`src/rtl/pipe_pkg.sv`:
```
// Shared pipeline types: MEM-stage FSM states and the MEM/WB writeback payload.
// Used by the EX, MEM and WB stages so the payload layout stays in one place.
package pipe_pkg;

  localparam int REG_ADDR_W = 5;
  localparam int XLEN       = 32;

  typedef enum logic [0:0] {
    IDLE   = 1'b0,
    ACCESS = 1'b1
  } mem_state_t;

  typedef struct packed {
    logic                  reg_write;
    logic [REG_ADDR_W-1:0] reg_dest;
    logic [XLEN-1:0]       data;
  } wb_payload_t;

  function automatic logic is_misaligned(input logic [1:0] addr_lo);
    return addr_lo != 2'b00;
  endfunction

endpackage

```
`src/rtl/mem_timeout_ctr.sv`:
```
// Ack watchdog for the MEM stage (present only with MEM_TIMEOUT_EN); expired is combinational
// and rises in the LIMIT-th consecutive run cycle; no backpressure, it only observes the FSM.
module mem_timeout_ctr #(
  parameter int LIMIT = 64
) (
  input  logic clk,
  input  logic rst_n,
  input  logic start,
  input  logic run,
  output logic expired
);

  localparam int CW = $clog2(LIMIT + 1);

  logic [CW-1:0] cnt_q, cnt_d;

  // Saturates at LIMIT-1 so a held-off abort cannot wrap and re-arm.
  always_comb begin
    cnt_d = cnt_q;
    if (start) begin
      cnt_d = '0;
    end else if (run && (cnt_q != CW'(LIMIT - 1))) begin
      cnt_d = cnt_q + CW'(1);
    end
  end

  always_ff @(posedge clk or negedge rst_n) begin
    if (!rst_n) begin
      cnt_q <= '0;
    end else begin
      cnt_q <= cnt_d;
    end
  end

  assign expired = run && (cnt_q == CW'(LIMIT - 1));

endmodule

```
`src/rtl/mem_stage.sv`:
```
// Pipeline MEM stage: ALU ops retire in 1 cycle, loads/stores wait on dmem ack (MEM_TIMEOUT_EN adds a watchdog).
// in_ready is low for the whole ACCESS state, stalling EX and everything upstream.
module mem_stage
  import pipe_pkg::*;
#(
  parameter int DATA_W         = 32,
  parameter int ADDR_W         = 32,
  parameter int TIMEOUT_CYCLES = 64
) (
  input  logic                  clk,
  input  logic                  rst_n,
  input  logic                  in_valid,
  output logic                  in_ready,
  input  logic [DATA_W-1:0]     alu_result,
  input  logic [DATA_W-1:0]     store_data,
  input  logic [REG_ADDR_W-1:0] reg_dest,
  input  logic                  mem_read,
  input  logic                  mem_write,
  input  logic                  reg_write,
  output logic                  dmem_req,
  output logic                  dmem_we,
  output logic [ADDR_W-1:0]     dmem_addr,
  output logic [DATA_W-1:0]     dmem_wdata,
  input  logic                  dmem_ack,
  input  logic [DATA_W-1:0]     dmem_rdata,
  output logic                  wb_valid,
  output logic                  wb_reg_write,
  output logic [REG_ADDR_W-1:0] wb_reg_dest,
  output logic [DATA_W-1:0]     wb_data,
  output logic [DATA_W-1:0]     fwd_mem_data,
  output logic                  misalign_err,
  output logic                  timeout_err
);

  mem_state_t            state_q, state_d;
  logic [ADDR_W-1:0]     addr_q, addr_d;
  logic [DATA_W-1:0]     wdata_q, wdata_d;
  logic [REG_ADDR_W-1:0] dest_q, dest_d;
  logic                  rw_q, rw_d;
  logic                  we_q, we_d;
  logic                  wb_vld_q, wb_vld_d;
  wb_payload_t           wb_q, wb_d;
  logic                  misalign_q, misalign_d;
  logic                  timeout_q, timeout_d;

  logic accept;
  logic mem_op;
  logic is_store;
  logic enter_access;
  logic tmo_expired;

  assign accept   = in_valid && in_ready;
  assign mem_op   = mem_read || mem_write;
  assign is_store = mem_write && !mem_read;

`ifdef MEM_TIMEOUT_EN
  mem_timeout_ctr #(
    .LIMIT (TIMEOUT_CYCLES)
  ) u_timeout_ctr (
    .clk     (clk),
    .rst_n   (rst_n),
    .start   (enter_access),
    .run     (state_q == ACCESS),
    .expired (tmo_expired)
  );
`else
  logic unused_timeout_cfg;
  assign tmo_expired        = 1'b0;
  assign unused_timeout_cfg = enter_access & (TIMEOUT_CYCLES > 0);
`endif

  always_comb begin
    state_d      = state_q;
    addr_d       = addr_q;
    wdata_d      = wdata_q;
    dest_d       = dest_q;
    rw_d         = rw_q;
    we_d         = we_q;
    wb_vld_d     = 1'b0;
    wb_d         = wb_q;
    misalign_d   = misalign_q;
    timeout_d    = timeout_q;
    enter_access = 1'b0;

    case (state_q)
      IDLE: begin
        if (accept) begin
          if (!mem_op) begin
            wb_vld_d     = 1'b1;
            wb_d.reg_write = reg_write;
            wb_d.reg_dest  = reg_dest;
            wb_d.data      = XLEN'(alu_result);
          end else if (is_misaligned(alu_result[1:0])) begin
            // Faulting access retires as a bubble so WB keeps its slot count.
            misalign_d     = 1'b1;
            wb_vld_d       = 1'b1;
            wb_d.reg_write = 1'b0;
            wb_d.reg_dest  = reg_dest;
            wb_d.data      = XLEN'(alu_result);
          end else begin
            state_d      = ACCESS;
            enter_access = 1'b1;
            addr_d       = alu_result[ADDR_W-1:0];
            wdata_d      = store_data;
            dest_d       = reg_dest;
            rw_d         = reg_write;
            we_d         = is_store;
          end
        end
      end
      ACCESS: begin
        if (dmem_ack) begin
          state_d        = IDLE;
          wb_vld_d       = 1'b1;
          wb_d.reg_write = rw_q && !we_q;
          wb_d.reg_dest  = dest_q;
          wb_d.data      = we_q ? XLEN'(addr_q) : XLEN'(dmem_rdata);
        end else if (tmo_expired) begin
          state_d        = IDLE;
          timeout_d      = 1'b1;
          wb_vld_d       = 1'b1;
          wb_d.reg_write = 1'b0;
          wb_d.reg_dest  = dest_q;
          wb_d.data      = XLEN'(addr_q);
        end
      end
      default: state_d = IDLE;
    endcase
  end

  always_ff @(posedge clk or negedge rst_n) begin
    if (!rst_n) begin
      state_q    <= IDLE;
      addr_q     <= '0;
      wdata_q    <= '0;
      dest_q     <= '0;
      rw_q       <= 1'b0;
      we_q       <= 1'b0;
      wb_vld_q   <= 1'b0;
      wb_q       <= '0;
      misalign_q <= 1'b0;
      timeout_q  <= 1'b0;
    end else begin
      state_q    <= state_d;
      addr_q     <= addr_d;
      wdata_q    <= wdata_d;
      dest_q     <= dest_d;
      rw_q       <= rw_d;
      we_q       <= we_d;
      wb_vld_q   <= wb_vld_d;
      wb_q       <= wb_d;
      misalign_q <= misalign_d;
      timeout_q  <= timeout_d;
    end
  end

  // Request derives from state alone so an async reset drops it without a clock.
  assign in_ready     = (state_q == IDLE);
  assign dmem_req     = (state_q == ACCESS);
  assign dmem_we      = (state_q == ACCESS) && we_q;
  assign dmem_addr    = addr_q;
  assign dmem_wdata   = wdata_q;
  assign wb_valid     = wb_vld_q;
  assign wb_reg_write = wb_q.reg_write;
  assign wb_reg_dest  = wb_q.reg_dest;
  assign wb_data      = DATA_W'(wb_q.data);
  assign fwd_mem_data = DATA_W'(wb_q.data);
  assign misalign_err = misalign_q;
  assign timeout_err  = timeout_q;

endmodule
```
`config.mk`:
```
export PLATFORM = sky130hd
export DESIGN_NAME = mem_stage
export DESIGN_NICKNAME = d
export VERILOG_FILES = /design/src/rtl/pipe_pkg.sv /design/src/rtl/mem_timeout_ctr.sv /design/src/rtl/mem_stage.sv
export SDC_FILE = /design/constraint.sdc
export NUM_CORES = 1
export LEC_CHECK = 0
export CORE_ASPECT_RATIO = 0.5
export CORE_MARGIN = 8
export CORE_UTILIZATION = 30
export CTS_CLUSTER_DIAMETER = 60
export DETAILED_ROUTE_END_ITERATION = 10
export PLACE_DENSITY = 0.71
export SYNTH_ARGS = -nofsm -noshare
export SYNTH_HDL_FRONTEND = slang
export SYNTH_SLANG_ARGS = --single-unit
export TNS_END_PERCENT = 5
```
`constraint.sdc`:
```
create_clock -name clk -period 1.5 [get_ports clk]
set_clock_uncertainty 0.05 [all_clocks]
set_input_delay 0.15 -clock clk [delete_from_list [all_inputs] [get_ports clk]]
set_output_delay 0.15 -clock clk [all_outputs]
set_load 0.01 [all_outputs]
```
### Yosys cells after proc, flatten, opt, wreduce, memory -nomap -nowiden

Index checks and enable logic that the tools add are counted.

| operators by class | value |
|---|---|
| equality and inequality tests | 3 |
| muxes and demuxes | 16 |
| bitwise gates (word level) | 2 |
| reduce and logical (&&, ||, !) cells | 11 |

Operators with widths:

| cell | number |
|---|---|
| 2-to-1 mux 38 bit | 4 |
| case mux 38 bit (2 select lines) | 1 |
| 2-to-1 mux 32 bit | 1 |
| 2-to-1 mux 1 bit | 8 |
| AND reduction 4 bit | 2 |
| logical AND 1 bit | 4 |
| case mux 1 bit (2 select lines) | 2 |
| != test 3 x 2 -> 1 bit (second input constant) | 1 |
| AND reduction 3 bit | 1 |
| zero test 1 bit | 2 |
| != test 2 x 1 -> 1 bit (second input constant) | 1 |
| != test 2 bit (second input constant) | 1 |
| NOT 1 bit | 2 |
| nonzero test 2 bit | 1 |
| logical OR 1 bit | 1 |

| word-level totals | value |
|---|---|
| register bits after elaboration | 112 |
| input bits | 108 |
| output and inout bits | 140 |
| logic and storage cells | 43 |

### Longest topological paths before layout

| depth | value |
|---|---|
| word-level depth | 5 |
| gate-level depth with buffers | 7 |

### Worst setup path after synthesis

OpenSTA, ideal clock, no wires.

| path | value |
|---|---|
| path kind | flip-flop to flip-flop |
| start | reg state_q (netlist: dmem_req) |
| end | reg dest_q[2] |
| data arrival time | 1.600 ns |
| setup slack | -0.275 ns |
| cell stages (with the launch flop) | 8 |
| buffers on the path | 3 |
| period minus slack after synthesis | 1.775 ns |
| cells stage by stage | dfrtp_1 -> buf_6 -> nor2b_4 -> nor3b_2 -> and2b_1 -> buf_6 -> buf_6 -> mux2_2 |

| on the way | value |
|---|---|
| word-level cells in the longest chain between the ends | 3 |

Ends and longest elaborated chain:

| what | RTL line | RTL |
|---|---|---|
| start: declaration | mem_stage.sv:35 | `mem_state_t state_q, state_d;` |
| start signal: assignment | mem_stage.sv:144 | `state_q <= state_d;` |
| NOT 1 bit (no line) (*) | - |  |
| logical AND 1 bit | mem_stage.sv:52 | `assign accept = in_valid && in_ready;` |
| AND reduction 4 bit (no line) (*) | - |  |
| end signal: assignment | mem_stage.sv:147 | `dest_q <= dest_d;` |
| end: declaration | mem_stage.sv:38 | `logic [REG_ADDR_W-1:0] dest_q, dest_d;` |

Mark *: on every way between the ends. The rest lies on a longest branch, timed or not.
A chain may end at the register's enable or synchronous reset.

### Worst setup path after layout

| path | value |
|---|---|
| start | reg state_q (netlist: dmem_req) |
| end | reg addr_q[18] (netlist: dmem_addr[18]) |

| on the way | value |
|---|---|
| word-level cells in the longest chain between the ends | 3 |

Ends and longest elaborated chain:

| what | RTL line | RTL |
|---|---|---|
| NOT 1 bit (no line) (*) | - |  |
| logical AND 1 bit | mem_stage.sv:52 |  |
| AND reduction 4 bit (no line) (*) | - |  |
| end signal: assignment | mem_stage.sv:145 | `addr_q <= addr_d;` |
| end: declaration | mem_stage.sv:36 | `logic [ADDR_W-1:0] addr_q, addr_d;` |

Marked as above.

==> run metrics <==
Slew Limit Fails 0; core area approximately 17000 sq um; Syn Area/Cell approximately 13 sq um; crit-path most repeated cell buf_12; CP peak stage delay 0.43 ns; VDD IR max 0.556 mV; clk_lat worst skew between 0.3 and 0.4 ns; Util after Layout 0.500; first-pass GRT wire length 27900 um; area growth from synthesis to layout 65.6%; Total Power between 10 and 15 mW; initial antenna violation count 0; number of global-route vias before repair 4800; failing checks negative setup slack; slew margin rel. 0.559; fin worst setup slack -0.263 ns; final worst path period share 1.18; Syn Inst Count a little over 400; Syn Nets slightly above 500; NumNets Final about 750; Post-synth EDFFs 0; DR iter-0 viols between 150 and 200; Tmin final 1.76 ns; crit path cell chain nor2b_4, nor3b_4, and2b_4, buf_12, buf_12, mux2_2; CTS clk-pin slew, worst paths approximately 0.070 ns; pwr dens roughly 1200 nW/um^2; Finished Cell Area approximately 8600 sq um; Max Fclk about 570 MHz; DR pass1 iterations 4; Worst Path Max Fanout 13; Max Cap Viol 0; num rows 34; routed wire length about 19000 um; share of cells above drive strength 1 0.258; worst min path class in -> reg; HPWL Detailed 13500 um; Startpoint Class flip-flop; clk buf depth 2; setup TNS -15.59 ns; cts bufs inserted 9; Die Area between 20000 and 25000 sq um; gpl congestion 0.842; WL/cell between 20 and 25 um; kind of cell adding the most delay to the critical path simple AND/OR/NAND/NOR gates; Die Wd 202 um; grt ovf 0; most frequent cells in the layout 117 x clkdlybuf4s50_1, 110 x dfrtp_1, 86 x dlygate4sd2_1, 47 x mux2_2; IO Port Bufs 246; die height 109 um; Area after DPL roughly 7800 sq um; largest net degree at the start of global routing 53; WP data arrival between 1.5 and 2 ns; final setup violation count 69; WS Path Type reg -> reg; ys flop type dfrtp_1; most common cell after layout, fill and taps aside clkdlybuf4s50_1; Ys Warns 0; H-tree depth 3; Buf+Inv Stages, Crit Path 2; ys async rst share 1.00; CTS tree built; Ports roughly 250; status finished, violations left; ANT cells 0; Slew @ Worst Pin 0.661 ns; Hold Fails Final Rpt 0; vias 4312; Initial Util 0.302; number of routed nets with antenna violations 0; filler instances 1507; RSZ-0062 raised after global routing yes; GRT Total Usage 0.162; crit path capture type flip-flop; post-synth cell types 25; # DRC 0; mapped cell area 5170 sq um; slowest CP cell dfrtp_2; Root Buffer Master clkbuf_16; Required @ worst endpoint roughly 1.7 ns; Vias/cell about 4.9; register area share after synthesis 0.543; Leak between 3 and 4 nW; #FFs+latches synth around 110; dpl ws -0.544 ns; CTS sink cnt around 110
-- final cells by class --
| class | count | area [sq um] | area share |
|---|---|---|---|
| flip-flops and latches | 112 | 2810 | 0.328 |
| repair buffers | 283 | 2970 | 0.348 |
| multi-input cells | 232 | 2170 | 0.254 |
| clock inverters | 7 | 78.8 | 0.00922 |
| inverters | 1 | 3.75 | 0.000439 |
| well taps | 234 | 293 | 0.0342 |
| clock buffers | 9 | 225 | 0.0263 |
-- worst paths after layout --
check / slack (ns) / endpoint / from / cells past startpoint
hold / removal: 0.1 / we_q / mem_read / 2
setup reg to reg: -0.26 / dmem_addr[18] / dmem_req / 6
hold reg to reg: 0.44 / misalign_err / misalign_err / 1
max in group asynchronous: 0.63 / dmem_addr[22] / rst_n / 3
setup / recovery: -0.26 / dmem_addr[18] / dmem_req / 6
min in group asynchronous: 0.19 / fwd_mem_data[17] / rst_n / 2
-- cells by family (layout without fill, tap and decap cells) --
kind of cell,Yosys count,count (layout),share of synthesized area
other,1,1,0.000726
buffers and inverters,67,300,0.0867
DFF,112,112,0.543
and+or+nand+nor,48,48,0.0414
muxes,101,101,0.220
AOI/OAI and AO/OA,82,82,0.109
-- synthesized netlist by cell type (2+ instances only) --
master | instances | share of area
nor2_1 | 38 | 0.028
nand2_1 | 3 | 0.0022
o21bai_1 | 2 | 0.0029
o21ai_0 | 2 | 0.0019
buf_1 | 7 | 0.0051
buf_2 | 4 | 0.0039
a211oi_1 | 37 | 0.054
o22ai_1 | 37 | 0.045
dfrtp_1 | 112 | 0.54
nor2b_1 | 2 | 0.0024
mux2_1 | 37 | 0.081
clkbuf_1 | 13 | 0.0094
mux2_2 | 64 | 0.14
a21oi_1 | 2 | 0.0019
buf_4 | 33 | 0.048
buf_6 | 9 | 0.020
-- what timing repair did --
item,4_1_cts,5_1_grt
gates cloned,1,3
pin swaps,1,0
gates resized for setup,137,67
endpoints found under the hold margin,112,0
setup endpoints to repair,195,135
hold buffers,1,0
setup buffers,3,4
-- metrics by stage --
step                cells  hold slack [ns]
floorplan             411           -0.196
global placement      850         -0.00652
detailed placement    850         0.000408
CTS                   871           0.0780
global route          878           0.0988
finish                878           0.0994
-- layer usage --
metal  vias to the layer above  wire [um]  GRT usage
met2                       194       8420      0.261
met4                         0        244     0.0404
met3                        24       1550     0.0638
met1                      2176       8590      0.205
met5                         -          0          0
li1                       1918          -          -
-- where the power goes --
part / switching [mW] / internal [mW] / leakage (nW)
Combinational: 1.58 / 2.26 / 2.44
Clock: 1.15 / 1.31 / 0.150
Sequential: 0.510 / 3.69 / 1.31
-- registers in the layout, indices dropped and copies added (netlist names) --
register	flops
dmem_addr	32
dmem_wdata	32
fwd_mem_data	32
dest_q	5
wb_reg_dest	5
dmem_req	1
misalign_err	1
rw_q	1
wb_reg_write	1
wb_valid	1
we_q	1
Power figures use the tool's default switching activity.
